===== config.mk =====
export PLATFORM = sky130hd
export DESIGN_NAME = led_pattern_engine
export DESIGN_NICKNAME = d
export VERILOG_FILES = /design/src/rtl/led_pattern_engine.sv
export SDC_FILE = /design/constraint.sdc
export NUM_CORES = 1
export LEC_CHECK = 0
export CAP_MARGIN = 20
export CORE_MARGIN = 2
export CORE_UTILIZATION = 35
export CTS_CLUSTER_DIAMETER = 150
export DETAILED_ROUTE_END_ITERATION = 6
export HOLD_SLACK_MARGIN = 0.1
export PLACE_DENSITY_LB_ADDON = 0.2
export SYNTH_ARGS = -nofsm -noshare
export SYNTH_HDL_FRONTEND = slang
export SYNTH_SLANG_ARGS = --single-unit

===== constraint.sdc =====
create_clock -name okClk -period 2.3 [get_ports okClk]
set_input_delay 0.46 -clock okClk [delete_from_list [all_inputs] [get_ports okClk]]
set_output_delay 0.46 -clock okClk [all_outputs]
set_load 0.05 [all_outputs]

===== src/rtl/led_pattern_engine.sv =====
// ---------------------------------------------------------------------------
// led_pattern_engine
//
// Turns a host control word (okWireIn) into time-varying, PWM-dimmed,
// active-high LED patterns and reports a status word (okWireOut).
// Single clock domain (okClk), asynchronous active-low reset.
//
// Ports:
//   okClk   in   1   host interface clock
//   rst_n   in   1   async active-low reset
//   ctrl    in  32   {en[31], -, mode[25:24], speed[23:16], duty[15:8], pattern[7:0]}
//   led_on  out  8   registered LED drive, 1 = lit
//   status  out 32   {state[1:0], mode[1:0], 12'b0, step_cnt (16 bits)}
//
// Parameters:
//   TICK_DIV  okClk cycles per base tick (>= 2)
//   STEP_W    step counter width (reported zero-extended/truncated to 16)
//
// Optional build macro:
//   LED_GAMMA_EN  BREATHE brightness uses (ramp*ramp)>>8 instead of ramp.
//
// State codes on status[31:30]: IDLE=0, LOAD=1, RUN=2.
// ---------------------------------------------------------------------------
module led_pattern_engine #(
    parameter int TICK_DIV = 100800,
    parameter int STEP_W   = 16
) (
    input  logic        okClk,
    input  logic        rst_n,
    input  logic [31:0] ctrl,
    output logic [7:0]  led_on,
    output logic [31:0] status
);
    localparam int            PW        = $clog2(TICK_DIV);
    localparam logic [PW-1:0] PRESC_MAX = PW'(TICK_DIV - 1);

    typedef enum logic [1:0] {
        ST_IDLE = 2'd0,
        ST_LOAD = 2'd1,
        ST_RUN  = 2'd2
    } state_t;

    state_t            state_q;
    logic [31:0]       ctrl_q;
    logic              chg_q;
    logic [PW-1:0]     presc_q;
    logic [7:0]        ival_q;      // ticks seen since the last step
    logic [STEP_W-1:0] step_cnt_q;
    logic [7:0]        rot_q;
    logic [7:0]        ramp_q;
    logic              phase_q;
    logic              dir_dn_q;    // BREATHE ramp direction, 1 = falling
    logic [7:0]        pc_q;        // free-running PWM counter
    logic [7:0]        led_on_q;

    // Control fields, always taken from the registered copy
    logic       en;
    logic [1:0] mode;
    logic [7:0] pat, duty, spd;
    assign en   = ctrl_q[31];
    assign mode = ctrl_q[25:24];
    assign spd  = ctrl_q[23:16];
    assign duty = ctrl_q[15:8];
    assign pat  = ctrl_q[7:0];

    logic       tick, step, gate;
    logic [7:0] ramp_eff, deff, led_d;

    assign tick = (presc_q == PRESC_MAX);
    assign step = tick && (ival_q == spd);   // every (S+1)-th tick

`ifdef LED_GAMMA_EN
    assign ramp_eff = 8'(({8'b0, ramp_q} * {8'b0, ramp_q}) >> 8);
`else
    assign ramp_eff = ramp_q;
`endif

    assign deff = (mode == 2'b11) ? ramp_eff : duty;
    assign gate = (pc_q < deff);

    always_comb begin
        led_d = 8'h00;
        case (mode)
            2'b00:   led_d = pat;
            2'b01:   led_d = phase_q ? pat : 8'h00;
            2'b10:   led_d = rot_q;
            default: led_d = pat;
        endcase
        if (!gate) led_d = 8'h00;
    end

    always_ff @(posedge okClk or negedge rst_n) begin
        if (!rst_n) begin
            state_q    <= ST_IDLE;
            ctrl_q     <= '0;
            chg_q      <= 1'b0;
            presc_q    <= '0;
            ival_q     <= '0;
            step_cnt_q <= '0;
            rot_q      <= '0;
            ramp_q     <= '0;
            phase_q    <= 1'b0;
            dir_dn_q   <= 1'b0;
            pc_q       <= '0;
            led_on_q   <= '0;
        end else begin
            ctrl_q <= ctrl;
            chg_q  <= (ctrl != ctrl_q);   // identical rewrites never restart
            pc_q   <= pc_q + 8'd1;

            case (state_q)
                ST_IDLE: begin
                    presc_q    <= '0;
                    ival_q     <= '0;
                    step_cnt_q <= '0;
                    led_on_q   <= '0;
                    if (en) state_q <= ST_LOAD;
                end

                ST_LOAD: begin
                    presc_q    <= '0;
                    ival_q     <= '0;
                    step_cnt_q <= '0;
                    rot_q      <= pat;
                    phase_q    <= 1'b1;
                    ramp_q     <= '0;
                    dir_dn_q   <= 1'b0;
                    led_on_q   <= '0;
                    if (!en)        state_q <= ST_IDLE;
                    else if (!chg_q) state_q <= ST_RUN;
                end

                ST_RUN: begin
                    if (!en) begin
                        state_q    <= ST_IDLE;
                        presc_q    <= '0;
                        ival_q     <= '0;
                        step_cnt_q <= '0;
                        led_on_q   <= '0;
                    end else if (chg_q) begin
                        // Restart; any tick this cycle is dropped
                        state_q  <= ST_LOAD;
                        led_on_q <= '0;
                    end else begin
                        led_on_q <= led_d;
                        presc_q  <= tick ? '0 : presc_q + PW'(1);
                        if (tick) ival_q <= step ? 8'd0 : ival_q + 8'd1;
                        if (step) begin
                            step_cnt_q <= step_cnt_q + STEP_W'(1);
                            phase_q    <= ~phase_q;
                            rot_q      <= {rot_q[6:0], rot_q[7]};
                            // Ramp dwells one step at each end: 512-step period
                            if (!dir_dn_q) begin
                                if (ramp_q == 8'hFF) dir_dn_q <= 1'b1;
                                else                 ramp_q   <= ramp_q + 8'd1;
                            end else begin
                                if (ramp_q == 8'h00) dir_dn_q <= 1'b0;
                                else                 ramp_q   <= ramp_q - 8'd1;
                            end
                        end
                    end
                end

                default: state_q <= ST_IDLE;
            endcase
        end
    end

    assign led_on = led_on_q;
    assign status = {state_q, mode, 12'b0, 16'(step_cnt_q)};

endmodule


==> results.sh <==
export IMPL_status="complete, no violations"
export IMPL_cts_buffer_depth=2
export IMPL_ys_flop_type="dfrtp_1"
export IMPL_synth_edf_count=0
export IMPL_rsz0062_at_grt="true"
export IMPL_setup_violations=0
export IMPL_fillers=1508
export IMPL_relSlewSlack=0.471
export IMPL_synth_most_common_cell="dfrtp_1"
export IMPL_grt_pass1_vias=4606
export IMPL_diodes=0
export IMPL_grtUsageMet2=0.270
export IMPL_grt_max_degree=42
export IMPL_holdCritPathClass="input pin to asynchronous set/reset pin"
export IMPL_p_leak_nw=2.94
export IMPL_ctsHoldBuffers=0
export IMPL_cts_sinks=110
export IMPL_synth_area_mm2=0.00573
export IMPL_cts_made_buffers=9
export IMPL_yosys_area_share_simple=0.172
export IMPL_wl_per_cell_um=15.5
export IMPL_netlist_top_cells_count="dfrtp_1 (110), xnor2_1 (53), nand2_1 (51)"
export IMPL_yosysWarnings=0
export IMPL_yosys_area_top_type="dfrtp_1"
export IMPL_synth_top_cell_area_share=0.480
export IMPL_grt_use_total=0.161
export IMPL_synth_area_leaders="dfrtp_1 (48%), xnor2_1 (8.1%), ha_1 (4.4%)"
export IMPL_avgViaCountPerCell=5.07
export IMPL_wl_mm=13.4
export IMPL_maxCapViolations=0
export IMPL_core_area_mm2=0.0159
export IMPL_synth_fa_ha_area_frac=0.0471
export IMPL_endpoint_kind="register"
export IMPL_hold_slack_ns=0.0859
export IMPL_ir_drop_mv=0.464
export IMPL_syn_inst=552
export IMPL_grt_overflow=0
export IMPL_cts_tree="yes"
export IMPL_avgSynthCellArea_um2=10.4
export IMPL_gp_congestion=0.796
export IMPL_drive_above_1_share=0.124
export IMPL_rrSetupSlack_ns=0.0005
export IMPL_die_x_um=132
export IMPL_syn_to_final_growth_pct=24.8
export IMPL_grt_busiest_layer="met2"
export IMPL_start_util=0.360
export IMPL_grt_pass1_wl_mm=22.8
export IMPL_insertion_delay_ns=0.35
export IMPL_crit_fanout=3
export IMPL_nets=702
export IMPL_via_count=4398
export IMPL_fin_crit_sh=1.00
export IMPL_ys_types=61
export IMPL_slew_violations=0
export IMPL_path_clk_slew_ns=0.07
export IMPL_stdcell_area_mm2=0.00716
export IMPL_cts_htree_levels=3
export IMPL_ios=74
export IMPL_ant_nets=0
export IMPL_powerDensity_mw_per_mm2=537
export IMPL_synth_compound_area_frac=0.109
export IMPL_dr_pass1_iters=4
export IMPL_critPathLaunchType="register"
export IMPL_die_h_um=132
export IMPL_row_count=46
export IMPL_seq_area_frac_synth=0.480
export IMPL_initialDrtViolationCount=224
export IMPL_timing_worst_setup_path_type="register to register"
export IMPL_dieArea_mm2=0.0174
export IMPL_ys_ff_latch=110
export IMPL_clock_skew_final_ns=0.00924
export IMPL_synth_top_family_by_area="simple AND/OR/NAND/NOR gates"
export IMPL_synth_xor_area_share=0.107
export IMPL_drc_errors=0
export IMPL_hold_violations=0
export IMPL_synthMuxAreaShare=0.0467
export IMPL_tns_ns=0
export IMPL_synth_async_reset_ratio=1.00
export IMPL_use_met3=0.0323
export IMPL_period_minus_slack_ns=2.30
export IMPL_crit_required_ns=2.58
export IMPL_grt_antenna_before_repair=0
export IMPL_post_dp_cell_area_mm2=0.00683
export IMPL_numPortBuffers=61
export IMPL_clockRootBuffer="clkbuf_16"
export IMPL_fmax_mhz=435
export IMPL_worstMarginPinSlew_ns=0.791
export IMPL_hpwl_mm=10.1
export IMPL_use_met1=0.213
export IMPL_cp_arrival_ns=2.58
==> power breakdown <==
group	leakage [nW]	total, mW	switching, mW	internal (mW)
sequential	1.42	2.01	0.0364	1.97
clock	0.134	1.49	0.720	0.773
combinational	1.39	0.338	0.190	0.148
==> state kept, by name (all words and copies together) (netlist names) <==
name        cells
ctrl_q         32
presc_q        17
step_cnt_q     16
ival_q          8
led_on          8
pc_q            8
ramp_eff        8
rot_q           8
state_q         2
chg_q           1
dir_dn_q        1
phase_q         1
==> per-layer routing <==
| layer | share of wire | vias up | routed length (um) |
|---|---|---|---|
| met2 | 0.48 | 83 | 6500 |
| li1 | - | 2131 | - |
| met3 | 0.037 | 13 | 502 |
| met4 | 0.011 | 0 | 144 |
| met1 | 0.47 | 2171 | 6290 |
| met5 | 0 | - | 0 |
==> metrics by stage <==
| step | cells | utilization | power [mW] | setup WS [ns] |
|---|---|---|---|---|
| after floorplan | 563 | - | 2.23 | -0.0471 |
| after global placement | 851 | 0.428 | 2.39 | -0.0274 |
| after detailed placement | 851 | 0.428 | 2.39 | -0.0480 |
| after CTS | 867 | 0.446 | 3.89 | 0.00529 |
| after global routing | 868 | 0.449 | 4.00 | -0.107 |
| final | 868 | 0.449 | 3.84 | 0.000461 |
==> final cells by class <==
cell class                      count  area (um^2)  share of cell area
Sequential cell                   110         2760               0.385
Timing Repair Buffer              101          947               0.132
Inverter                           13         48.8             0.00682
Tap cell                          216          270              0.0378
Clock inverter                      4         30.0             0.00420
Clock buffer                       12          246              0.0344
Multi-Input combinational cell    412         2860               0.399
==> final timing paths <==
kind,from,to,cells after the start
max in group asynchronous,rst_n,step_cnt_q[15],2
worst max register to register,presc_q[14],step_cnt_q[15],6
worst min register to register,led_on[3],led_on[3],2
worst min-delay path,rst_n,pc_q[2],1
worst max-delay path,presc_q[14],step_cnt_q[15],6
min in group okClk,led_on[3],led_on[3],2
==> cell usage in the layout (no fill, tap or decap), drive strengths merged, types with 2 or more instances in the layout <==
| cell | synthesis | routed |
|---|---|---|
| clkbuf | 9 | 12 |
| nand2b | 6 | 6 |
| o2111ai | 3 | 3 |
| a31o | 3 | 3 |
| nand3b | 2 | 2 |
| a211oi | 4 | 4 |
| nor2b | 6 | 6 |
| or4 | 3 | 3 |
| and4 | 3 | 3 |
| nand2 | 51 | 51 |
| nand3 | 17 | 17 |
| inv | 13 | 15 |
| or3 | 3 | 3 |
| conb | 1 | 12 |
| mux2i | 20 | 20 |
| clkdlybuf4s50 | 0 | 59 |
| buf | 19 | 42 |
| nor4 | 6 | 6 |
| nor2 | 40 | 40 |
| xnor2 | 53 | 53 |
| o211ai | 2 | 2 |
| o41ai | 5 | 5 |
| dfrtp | 110 | 110 |
| and3 | 9 | 9 |
| a21oi | 20 | 20 |
| a22oi | 8 | 8 |
| nor3 | 6 | 6 |
| or3b | 2 | 2 |
| ha | 20 | 20 |
| mux2 | 6 | 6 |
| and2 | 7 | 7 |
| nand4 | 25 | 25 |
| o21ai | 29 | 29 |
| a2bb2oi | 2 | 2 |
| xor2 | 17 | 17 |
| a21o | 3 | 3 |
==> logic make-up after synthesis <==
group	Yosys count
simple gates	190
other cells	1
mux	26
compound gates	93
flops	110
buf+inv	41
fa+ha+maj	21
xor+xnor	70
==> repair_timing <==
action                                  CTS  global route
resized for setup                         2             9
endpoints found under the setup margin    9            35
gates cloned                              0             0
setup buffers                             0             1
pin swaps                                 1             0
==> critical path, cell delays in order, from the launching register on <==
cell       delay (ns)
dfrtp_1          0.42
and4bb_2         0.33
nand3_1          0.10
or4_4            0.47
a2111oi_4        0.38
or3b_1           0.39
a21oi_1          0.15
(Power assumes the default switching activity.)
